<file path="src/rtl/uart_cmd_rx.sv">
// uart_cmd_rx: 8N1 UART receiver for the host/BLE command link.
// Two-flop synchroniser on RX, mid-bit sampling from a down-counting baud timer,
// false-start rejection, framing/overrun flags, and byte hold until clr_rdy.
//
// state | meaning
// ------+---------------------------------------------------------------
// IDLE  | line idle; waits for a falling edge (or for RX high after a break)
// START | half-bit wait, then confirm the start bit is still low
// DATA  | sample 8 data bits LSB first at bit centres
// STOP  | sample the stop bit, publish the byte or flag a framing error
module uart_cmd_rx #(
    parameter int unsigned BAUD_DIV = 5208
) (
    input  logic       clk,
    input  logic       rst,
    input  logic       RX,
    input  logic       clr_rdy,
    output logic [7:0] rx_data,
    output logic       rdy,
    output logic       frm_err,
    output logic       ovr_err
);

    localparam logic [15:0] FULL_CNT = 16'(BAUD_DIV - 1);
    localparam logic [15:0] HALF_CNT = 16'(BAUD_DIV / 2 - 1);

    typedef enum logic [1:0] {
        IDLE,
        START,
        DATA,
        STOP
    } state_t;

    state_t      state_q, state_d;
    logic        rx_meta_q, rx_meta_d;
    logic        rx_s_q, rx_s_d;
    logic [15:0] baud_cnt_q, baud_cnt_d;
    logic [3:0]  bit_cnt_q, bit_cnt_d;
    logic [7:0]  shift_q, shift_d;
    logic [7:0]  rx_data_q, rx_data_d;
    logic        rdy_q, rdy_d;
    logic        frm_err_q, frm_err_d;
    logic        ovr_err_q, ovr_err_d;
    logic        armed_q, armed_d;
    logic        tick;

    // Next-state logic: synchroniser, baud timer, frame FSM and output flags.
    always_comb begin
        state_d    = state_q;
        rx_meta_d  = RX;
        rx_s_d     = rx_meta_q;
        baud_cnt_d = baud_cnt_q;
        bit_cnt_d  = bit_cnt_q;
        shift_d    = shift_q;
        rx_data_d  = rx_data_q;
        rdy_d      = rdy_q;
        frm_err_d  = frm_err_q;
        ovr_err_d  = ovr_err_q;
        armed_d    = armed_q;
        tick       = (baud_cnt_q == 16'd0);

        if (state_q != IDLE && !tick) begin
            baud_cnt_d = baud_cnt_q - 16'd1;
        end

        if (clr_rdy) begin
            rdy_d     = 1'b0;
            ovr_err_d = 1'b0;
        end

        case (state_q)
            IDLE: begin
                if (!armed_q) begin
                    // After a break, wait for the line to return high first.
                    if (rx_s_q) begin
                        armed_d = 1'b1;
                    end
                end else if (!rx_s_q) begin
                    state_d    = START;
                    baud_cnt_d = HALF_CNT;
                end
            end
            START: begin
                if (tick) begin
                    if (rx_s_q) begin
                        state_d = IDLE;
                    end else begin
                        state_d    = DATA;
                        baud_cnt_d = FULL_CNT;
                        bit_cnt_d  = 4'd0;
                    end
                end
            end
            DATA: begin
                if (tick) begin
                    shift_d    = {rx_s_q, shift_q[7:1]};
                    bit_cnt_d  = bit_cnt_q + 4'd1;
                    baud_cnt_d = FULL_CNT;
                    if (bit_cnt_q == 4'd7) begin
                        state_d = STOP;
                    end
                end
            end
            STOP: begin
                // Leaving at mid stop bit lets a back-to-back start edge be caught.
                if (tick) begin
                    state_d = IDLE;
                    if (rx_s_q) begin
                        rx_data_d = shift_q;
                        rdy_d     = 1'b1;
                        frm_err_d = 1'b0;
                        ovr_err_d = rdy_q && !clr_rdy;
                    end else begin
                        frm_err_d = 1'b1;
                        armed_d   = 1'b0;
                    end
                end
            end
            default: state_d = IDLE;
        endcase
    end

    // State and output registers with synchronous reset.
    always_ff @(posedge clk) begin
        if (rst) begin
            state_q    <= IDLE;
            rx_meta_q  <= 1'b1;
            rx_s_q     <= 1'b1;
            baud_cnt_q <= 16'd0;
            bit_cnt_q  <= 4'd0;
            shift_q    <= 8'h00;
            rx_data_q  <= 8'h00;
            rdy_q      <= 1'b0;
            frm_err_q  <= 1'b0;
            ovr_err_q  <= 1'b0;
            armed_q    <= 1'b1;
        end else begin
            state_q    <= state_d;
            rx_meta_q  <= rx_meta_d;
            rx_s_q     <= rx_s_d;
            baud_cnt_q <= baud_cnt_d;
            bit_cnt_q  <= bit_cnt_d;
            shift_q    <= shift_d;
            rx_data_q  <= rx_data_d;
            rdy_q      <= rdy_d;
            frm_err_q  <= frm_err_d;
            ovr_err_q  <= ovr_err_d;
            armed_q    <= armed_d;
        end
    end

    assign rx_data = rx_data_q;
    assign rdy     = rdy_q;
    assign frm_err = frm_err_q;
    assign ovr_err = ovr_err_q;

endmodule

</file>
<file path="config.mk">
export PLATFORM = sky130hd
export DESIGN_NAME = uart_cmd_rx
export DESIGN_NICKNAME = d
export VERILOG_FILES = /design/src/rtl/uart_cmd_rx.sv
export SDC_FILE = /design/constraint.sdc
export NUM_CORES = 1
export LEC_CHECK = 0
export ABC_AREA = 1
export BUFFER_PORTS_ARGS = -buffer_cell sky130_fd_sc_hd__buf_2
export CORE_ASPECT_RATIO = 0.7
export CORE_UTILIZATION = 45
export DETAILED_ROUTE_END_ITERATION = 7
export GPL_ROUTABILITY_DRIVEN = 0
export PLACE_DENSITY = 0.76
export SLEW_MARGIN = 20
export SYNTH_ARGS = -nofsm -noshare
export SYNTH_HDL_FRONTEND = slang
export SYNTH_SLANG_ARGS = --single-unit
</file>
<file path="constraint.sdc">
create_clock -name clk -period 1.5 [get_ports clk]
set_input_delay 0.075 -clock clk [delete_from_list [all_inputs] [get_ports clk]]
set_output_delay 0.075 -clock clk [all_outputs]
set_load 0.02 [all_outputs]
</file>
Word-level counts from Yosys, hierarchy flattened

Cells that the tools add are included.

Flip-flop bits (word level): 44
Latch bits: 0
Memory bits (writable): 0
Bits in read-only memories: 0
Output and inout port bits: 11
Logic and storage cells: 73
Memories kept: 0

Add/sub/neg operators: 2
$mul: 0
Div/mod/pow operators: 0
Order comparisons: 0
Equality and inequality tests: 12
Shifts and indexed selects: 0
Mux-type cells: 33
Bitwise gates (word level): 0
Reductions and logical operators: 15

Operators with widths:

| operator              | number |
|---|---|
| $mux 16               | 6 |
| $pmux 16 s3           | 1 |
| $logic_not 16->1      | 1 |
| $ne 2x2->1 const B    | 8 |
| $sub 16x1->16 const B | 1 |
| $mux 2                | 7 |
| $mux 1                | 13 |
| $mux 4                | 3 |
| $pmux 2 s4            | 1 |
| $pmux 4 s2            | 1 |
| $reduce_and 3->1      | 2 |
| $reduce_and 6->1      | 1 |
| $reduce_bool 2->1     | 3 |
| $add 4x1->4 const B   | 1 |
| $eq 2x2->1 const B    | 2 |
| $eq 4x3->1 const B    | 1 |
| $reduce_and 2->1      | 2 |
| $reduce_and 4->1      | 1 |
| $eq 2x1->1 const B    | 1 |
| $logic_and 1x1->1     | 2 |
| $logic_not 1->1       | 2 |
| $logic_not 2->1       | 1 |
| $pmux 1 s2            | 1 |

Longest topological paths before layout

Gate-level depths: netlist (run 1).

Depth in word-level cells: 7
Gate-level depth with buffers: 11
Gate-level depth less buffers: 10

Worst setup path after synthesis (run 1)

Ideal clock, no wire load.

Path kind: reg2reg
From: reg baud_cnt_q[0]
To: reg baud_cnt_q[4]
Data arrival time: 1.381 ns
Data required time: 1.378 ns
Slack: -0.003 ns
Stages on the path, launching flop included: 12
Path buffers: 1
Cell sequence: dfxtp_1 > inv_1 > ha_1 > nand2_1 > nor2_2 > nand2_2 > nand2_4 > buf_6 > nor2_1 > nand3_1 > nand3_1 > nand2_1

Word-level cells in the longest chain between the ends: 7

Ends and longest elaborated chain:

| item                                                  | RTL line | RTL |
|---|---|---|
| start, declared                                       | 37       | `logic [15:0] baud_cnt_q, baud_cnt_d;` |
| start signal, assigned                                | 141      | `baud_cnt_q <= baud_cnt_d;` |
| branches (longest 6 deep; another with $sub 16x1->16) | -        |  |
| $pmux 16 s3 *                                         | 71       | `case (state_q)` |

Mark *: on every way between the ends.
A chain may end at the register's enable or synchronous reset.

Worst setup path after layout (run 1)

From: reg baud_cnt_q[10]
To: reg baud_cnt_q[0]

Word-level cells in the longest chain between the ends: 7

Ends and longest elaborated chain:

| item                              | RTL line | RTL |
|---|---|---|
| $logic_not 16->1 *                | 60       | `tick = (baud_cnt_q == 16'd0);` |
| $logic_not 1->1                   | 62       | `if (state_q != IDLE && !tick) begin` |
| $logic_and 1x1->1                 | 62       |  |
| $mux 16                           | 62       |  |
| $mux 16, on equally long branches | 85, 78   |  |
| $mux 16, on equally long branches | 84, 73   |  |
| $pmux 16 s3 *                     | 71       |  |

Every way passes the cells marked *; elsewhere a longest branch is shown, timed or not.

==> summary.txt, run 1 <==
Critical path
  • End of the worst register-to-register path: baud_cnt_q[0]
  • CP endpoint kind: flip-flop
  • Worst EP required: 1.70 ns
  • Reg2Reg Depth: 8
  • Crit path max fanout: 6
  • Setup Crit Path Kind: flip-flop to flip-flop
  • Startpoint types: flip-flop
  • Flop2flop setup slack: -0.04 ns
  • R2r startpoint: baud_cnt_q[10]
  • Worst EP arrival: 1.73 ns

STA
  • Layout Skew: 0.00517 ns
  • # setup viols final: 5
  • Relative slew margins: 76.8%
  • Min cycle time layout: 1.54 ns
  • RSZ-0062 raised after global routing: yes
  • Final Cycle Share: 102%
  • Tightest Pin Transition: 0.344 ns
  • Fmax: 0.651 GHz
  • Fin. Hold Viols: 0
  • Max Slew Vio Count: 0
  • Final setup margin: -0.0358 ns

Synth
  • Post-synthesis simple-gate area fraction: 37.4%
  • Largest family of logic cells by synthesized area: simple AND/OR/NAND/NOR gates
  • Multiplexer share of the synthesized area: 0%
  • Synth Area in XOR/XNOR: approximately 3.5%
  • Syn Std Cell Area: roughly 2200 sq um
  • Largest area contributor in the netlist: dfxtp_1
  • Largest cells by area after synthesis: dfxtp_1 39%, nand2_1 13%, nor2_1 10%
  • Synth Area in Adders: under 10%
  • Area share of the largest cell type after synthesis: 39.2%
  • Syn Inst Count: ~330
  • Average size of a mapped cell: 6.92 sq um
  • Yosys reg bits: 44
  • Ys Warns: 0
  • Mapped Nets: 332
  • Yosys cell types: 31
  • Register area share after synthesis: 39.2%
  • Compound-Gate Fraction of Synth Area: ~11%

Pwr
  • Cell internal pwr: 3430 uW
  • Psw: ~2800 uW
  • Clock share of power: between 10 and 15%
  • PD cells: 2160 nW/um^2
  • Power, Total: between 6000 and 7000 uW
  • Combinational share of power: approximately 60%
  • Sequential power share: 24.7%
  • VDD IR max: 1.24 mV
  • Pleak: 0.00138 uW
  • Sw frac: 45.1%

Final layout
  • Syn-to-layout area delta: 28.4%
  • Filler cells: 449
  • Storage cell area: 887 sq um
  • Fin nets: 385
  • Area of the multi-input gates: 1320 sq um
  • Antenna Diode Count: 0
  • Share of cells above drive strength 1: 30.3%

Hold path
  • End point of the worst hold path: rdy
  • HP Class: input port to flip-flop
  • Hold Startpoint: clr_rdy
  • Hold Path Depth: 4

Global route
  • Overflow after GRT: 0
  • All-Layer GR Usage: 21.1%
  • First-pass GRT wire length: 8.40 mm
  • Global route hottest layer: met2
  • Largest net degree at the start of global routing: 18
  • GR Layer Usage met3: 5.09%
  • Initial antenna violation count: 0
  • Met2 Use GR: between 30% and 40%
  • Number of global-route vias before repair: 1868
  • Met1 usage: 30.3%

Detailed routing
  • Vias/cell: 4.96
  • Total Routed Length: 5.60 mm
  • Post-route ant nets: 0
  • Wire per inst: 12.5 um
  • Pre-Repair DR Iteration Count: 5
  • Detailed Route Iter0 Violations: 134
  • DRC viols: 0
  • Via count: 2221

Clock network
  • Clk root buf: clkbuf_8
  • Clk slew on worst S/H paths: about 0.080 ns
  • CTS tree: yes
  • Skew-Pair Late Insertion Delay: 0.31 ns
  • CTS sink count: 44
  • H-Tree Depth: 2
  • CTS Buf Count: 5
  • Clock buffer depth: 2

Run
  • Max-Cap Viols: 0

Placement
  • HPWL after DPL: roughly 3.8 mm
  • Port Buffers: 14
  • Dpl ws: -0.0656 ns

Floorplan
  • Initial Util: 47.0%
  • Die H: 61.2 um
  • Num rows: 21
  • I/O pin cnt: 15
  • Die ar.: ~5300 sq um
  • Core area: 4780 sq um
  • Die width: 86.5 um

Run status
  • Status: complete, but fails checks
  • Violated checks: setup timing
metal layers:
| metal | share of wire (%) | routed length [um] |
|---|---|---|
| met1 | 47 | 2630 |
| met2 | 44 | 2450 |
| met3 | 7.4 | 417 |
| met4 | 1.9 | 108 |
| met5 | 0 | 0 |
cells by family (layout without fill, tap and decap cells):
kind of cell / count (synthesis) / after routing
xor gates and xnor gates: 9 / 9
and+or+nand+nor: 190 / 191
DFF: 44 / 44
AOI/OAI and AO/OA: 44 / 44
adders and majority gates: 3 / 3
buffers and inverters: 35 / 88
final cells by class:
class                           instances  area share (%)
Multi-Input combinational cell        247            45.8
Sequential cell                        44            30.7
Timing Repair Buffer                   52            12.5
Inverter                               27            3.94
Tap cell                               69            2.99
Clock buffer                            5            2.38
Clock inverter                          3            1.47
Timing Repair inverter                  1           0.173
stage by stage:
| step | instance area (sq um) | util [%] | setup TNS [ns] | hold WS (ns) | std cells |
|---|---|---|---|---|---|
| 6_report | 2890 | 60.4 | -0.0844 | 0.0623 | 448 |
| 5_1_grt | 2890 | 60.4 | -1.58 | 0.0742 | 448 |
| 2_1_floorplan | 2250 | - | 0 | 0.144 | 325 |
| 3_3_place_gp | 2560 | 53.6 | -0.0100 | 0.260 | 429 |
| 3_5_place_dp | 2560 | 53.6 | -0.574 | 0.262 | 429 |
| 4_1_cts | 2730 | 57.1 | 0 | 0.0545 | 441 |
cells in the mapped netlist (all sizes together):
cell / number
o21bai: 2
a21oi: 15
nor3: 7
xor2: 7
o211ai: 1
inv: 27
buf: 5
nand4: 5
dfxtp: 44
xnor2: 2
nand2: 84
o21ai: 26
nand3: 16
ha: 3
or2: 4
clkbuf: 3
nor2: 74
state kept, by name (all words and copies together) (netlist names), 4 cells and up, named ones only:
signal	cells
baud_cnt_q	16
rx_data	8
shift_q	8
bit_cnt_q	4
critical path, cell delays in order (launching register included):
cell and delay [ns]:
dfxtp_1 0.35, nor2_4 0.18, nand2_1 0.11, nor2_1 0.17, nand2_2 0.11, nand2_4 0.12, buf_6 0.14, xor2_1 0.16
a21oi_1 0.09
worst max path at each step:
stage	slack [ns]	endpoint	startpoint	cells after the start
CTS	0.004	baud_cnt_q[0]	baud_cnt_q[1]	9
finish	-0.04	baud_cnt_q[0]	baud_cnt_q[10]	8
detailed placement	-0.07	rx_data[1]	baud_cnt_q[1]	10
global placement	-0.01	baud_cnt_q[12]	baud_cnt_q[4]	9
floorplan	0.02	baud_cnt_q[4]	baud_cnt_q[0]	11
global route	-0.11	rx_data[3]	baud_cnt_q[3]	9
cells in the final DEF (no fill, tap or decap), drive strengths merged:
cell type	Yosys	final
nor3	7	7
ha	3	3
nand2	84	85
nand4	5	5
xor2	7	7
o21ai	26	26
dfxtp	44	44
a21oi	15	15
clkbuf	3	5
clkinv	0	3
dlygate4sd3	0	1
clkinvlp	0	1
o21bai	2	2
or2	4	4
o211ai	1	1
buf	5	51
bufinv	0	1
xnor2	2	2
nor2	74	74
nand3	16	16
inv	27	26
timing repair:
| item | CTS | global route |
|---|---|---|
| resized for setup | 8 | 31 |
| pin swaps | 3 | 12 |
| setup buffers | 3 | 5 |
| cloned | 0 | 2 |
| hold buffers | 1 | 0 |
| hold endpoints to repair | 1 | 0 |
| setup endpoints to repair | 17 | 41 |
power by group through the flow:
stage                     registers (uW)  logic, uW  clock network [uW]
after detailed placement            1540       3080                   0
after CTS                           1520       3220                 941
after global routing                1570       4170                 985
after floorplan                     1570       2180                   0
after global placement              1540       3020                   0
final                               1550       3780                 923
No activity file was read; power rests on OpenSTA's default activity.
==> inputs of run 2 (changes only) <==
==> constraint.sdc (replaced) <==
create_clock -name clk -period 1.3 [get_ports clk]
set_input_delay 0.26 -clock clk [delete_from_list [all_inputs] [get_ports clk]]
set_output_delay 0.26 -clock clk [all_outputs]
set_load 0.02 [all_outputs]
==> summary.txt, run 2 (synthesis gave the netlist of run 1 again) <==
Pwr
  • Psw: 3680 uW
  • Cell internal pwr: 4350 uW
  • Pleak: 0.00149 uW
  • PD cells: 2510 nW/um^2
  • Clock share of power: 13.1%
  • Sequential power share: between 20% and 30%
  • Combinational share of power: approximately 65%
  • Sw frac: roughly 46%
  • Power, Total: 8040 uW
  • VDD IR max: 1.81 mV

Floorplan
  • I/O pin cnt: 15
  • Initial Util: a little under half
  • Die width: 86.5 um
  • Num rows: 21
  • Core area: 4780 sq um
  • Die H: 61.2 um
  • Die ar.: 5290 sq um

Detailed routing
  • Post-route ant nets: 0
  • Total Routed Length: 6.32 mm
  • Vias/cell: 5.02
  • Via count: 2306
  • DRC viols: 0
  • Detailed Route Iter0 Violations: 135
  • Wire per inst: 13.8 um
  • Pre-Repair DR Iteration Count: 4

Global route
  • All-Layer GR Usage: 23.5%
  • Largest net degree at the start of global routing: 17
  • Initial antenna violation count: 0
  • Overflow after GRT: 0
  • Number of global-route vias before repair: 1937
  • First-pass GRT wire length: approximately 9.3 mm

STA
  • Tightest Pin Transition: between 0.3 and 0.4 ns
  • Fin. Hold Viols: 0
  • Fmax: 0.646 GHz
  • Max Slew Vio Count: 0
  • Layout Skew: 0.00417 ns
  • Min cycle time layout: 1.55 ns
  • Final Cycle Share: 119%
  • Final setup margin: -0.249 ns
  • Relative slew margins: 77.3%
  • Hold WS: roughly 0.14 ns
  • # setup viols final: 42
  • RSZ-0062 raised after global routing: yes

Clock network
  • CTS Buf Count: 5
  • CTS sink count: 44
  • Clock buffer depth: 2
  • Clk root buf: clkbuf_8
  • H-Tree Depth: 2
  • Skew-Pair Late Insertion Delay: 0.30 ns
  • Clk slew on worst S/H paths: 0.08 ns
  • CTS tree: yes

Run status
  • Status: complete, but fails checks
  • Violated checks: setup timing

Final layout
  • Area of the multi-input gates: 1520 sq um
  • Syn-to-layout area delta: 42.1%
  • Most frequent cells in the layout: 68 x nand2_1, 42 x nor2_1, 41 x buf_4, 39 x dfxtp_1, 23 x inv_1
  • Storage cell area: 887 sq um
  • Max reg flops: 16
  • Share of cells above drive strength 1: 41.5%
  • Filler cells: 388
  • Antenna Diode Count: 0
  • Largest Register: baud_cnt_q
  • Fin nets: around 400
  • Commonest non-fill, non-tap cell in the layout: nand2_1

Critical path
  • Setup Crit Path Kind: flip-flop to flip-flop
  • Worst EP required: 1.50 ns
  • Worst EP arrival: 1.75 ns
  • CP endpoint kind: flip-flop
  • Crit path max fanout: 5
  • Startpoint types: flip-flop

Run
  • Max-Cap Viols: 0

Hold path
  • HP Class: input port to flip-flop

Placement
  • Port Buffers: 14
  • HPWL after DPL: around 4.2 mm
[run 2: cell types whose count changed in the layout (fill, tap and decap cells not counted), sizes merged]
cell and delta:
buf +12, clkinv -2, inv +2, dlygate4sd3 -1
[run 2: power groups by stage]
stage	registers [uW]	clock network (uW)	logic, uW
after global routing	1810	1120	5590
after CTS	1770	1050	4460
after floorplan	1820	0	2660
after global placement	1770	0	4010
final	1790	1060	5190
after detailed placement	1780	0	4140
[run 2: repair_timing]
item | CTS | global route
resized for setup | 36 | 47
setup buffers | 1 | 2
setup endpoints to repair | 41 | 42
gates cloned | 2 | 0
hold buffers | 0 | 0
pin swaps | 4 | 28
[run 2: worst paths after layout]
check / start / to / depth (start not counted) / slack [ns]
hold / removal: RX / rx_meta_q / 2 / 0.14
setup reg to reg: baud_cnt_q[0] / baud_cnt_q[13] / 10 / -0.25
hold reg to reg: rx_meta_q / rx_s_q / 1 / 0.42
setup / recovery: baud_cnt_q[0] / baud_cnt_q[13] / 10 / -0.25
[run 2: final cells by class]
class                      instances  share of cell area, %
multi-input combinational        247                   47.6
sequential                        44                   27.7
timing repair buffer              63                   14.8
inverter                          27                   3.64
tap                               69                   2.70
clock buffer                       5                   2.15
clock inverter                     3                   1.33
timing repair inverter             1                  0.117
[run 2: critical path: stages, from the launching register on]
cell	delay [ns]
dfxtp_2	0.34
inv_4	0.07
ha_4	0.16
nand3_2	0.10
nor2_4	0.15
buf_4	0.13
nand3_2	0.09
nand2_2	0.10
nand3_4	0.11
nand2_4	0.12
nor2_1	0.06
[run 2: per-stage QoR]
step           util, %  setup TNS [ns]  worst slack (ns)  instances  cell area [sq um]
2_1_floorplan        -           -1.51            -0.101        325               2310
3_3_place_gp      57.5           -3.78            -0.192        446               2750
3_5_place_dp      57.5           -5.06            -0.240        446               2750
4_1_cts           62.8           -3.52            -0.141        457               3010
5_1_grt           66.8           -9.28            -0.309        459               3200
6_report          66.8           -6.77            -0.249        459               3200
[run 2: metal layers]
metal  track usage [%]  vias up  routed length, um
met5                 0        -                  0
met4              8.33        0                 47
met3              5.09        4                332
met2              35.4       55               3010
met1              33.5     1080               2930
li1                  -     1167                  -
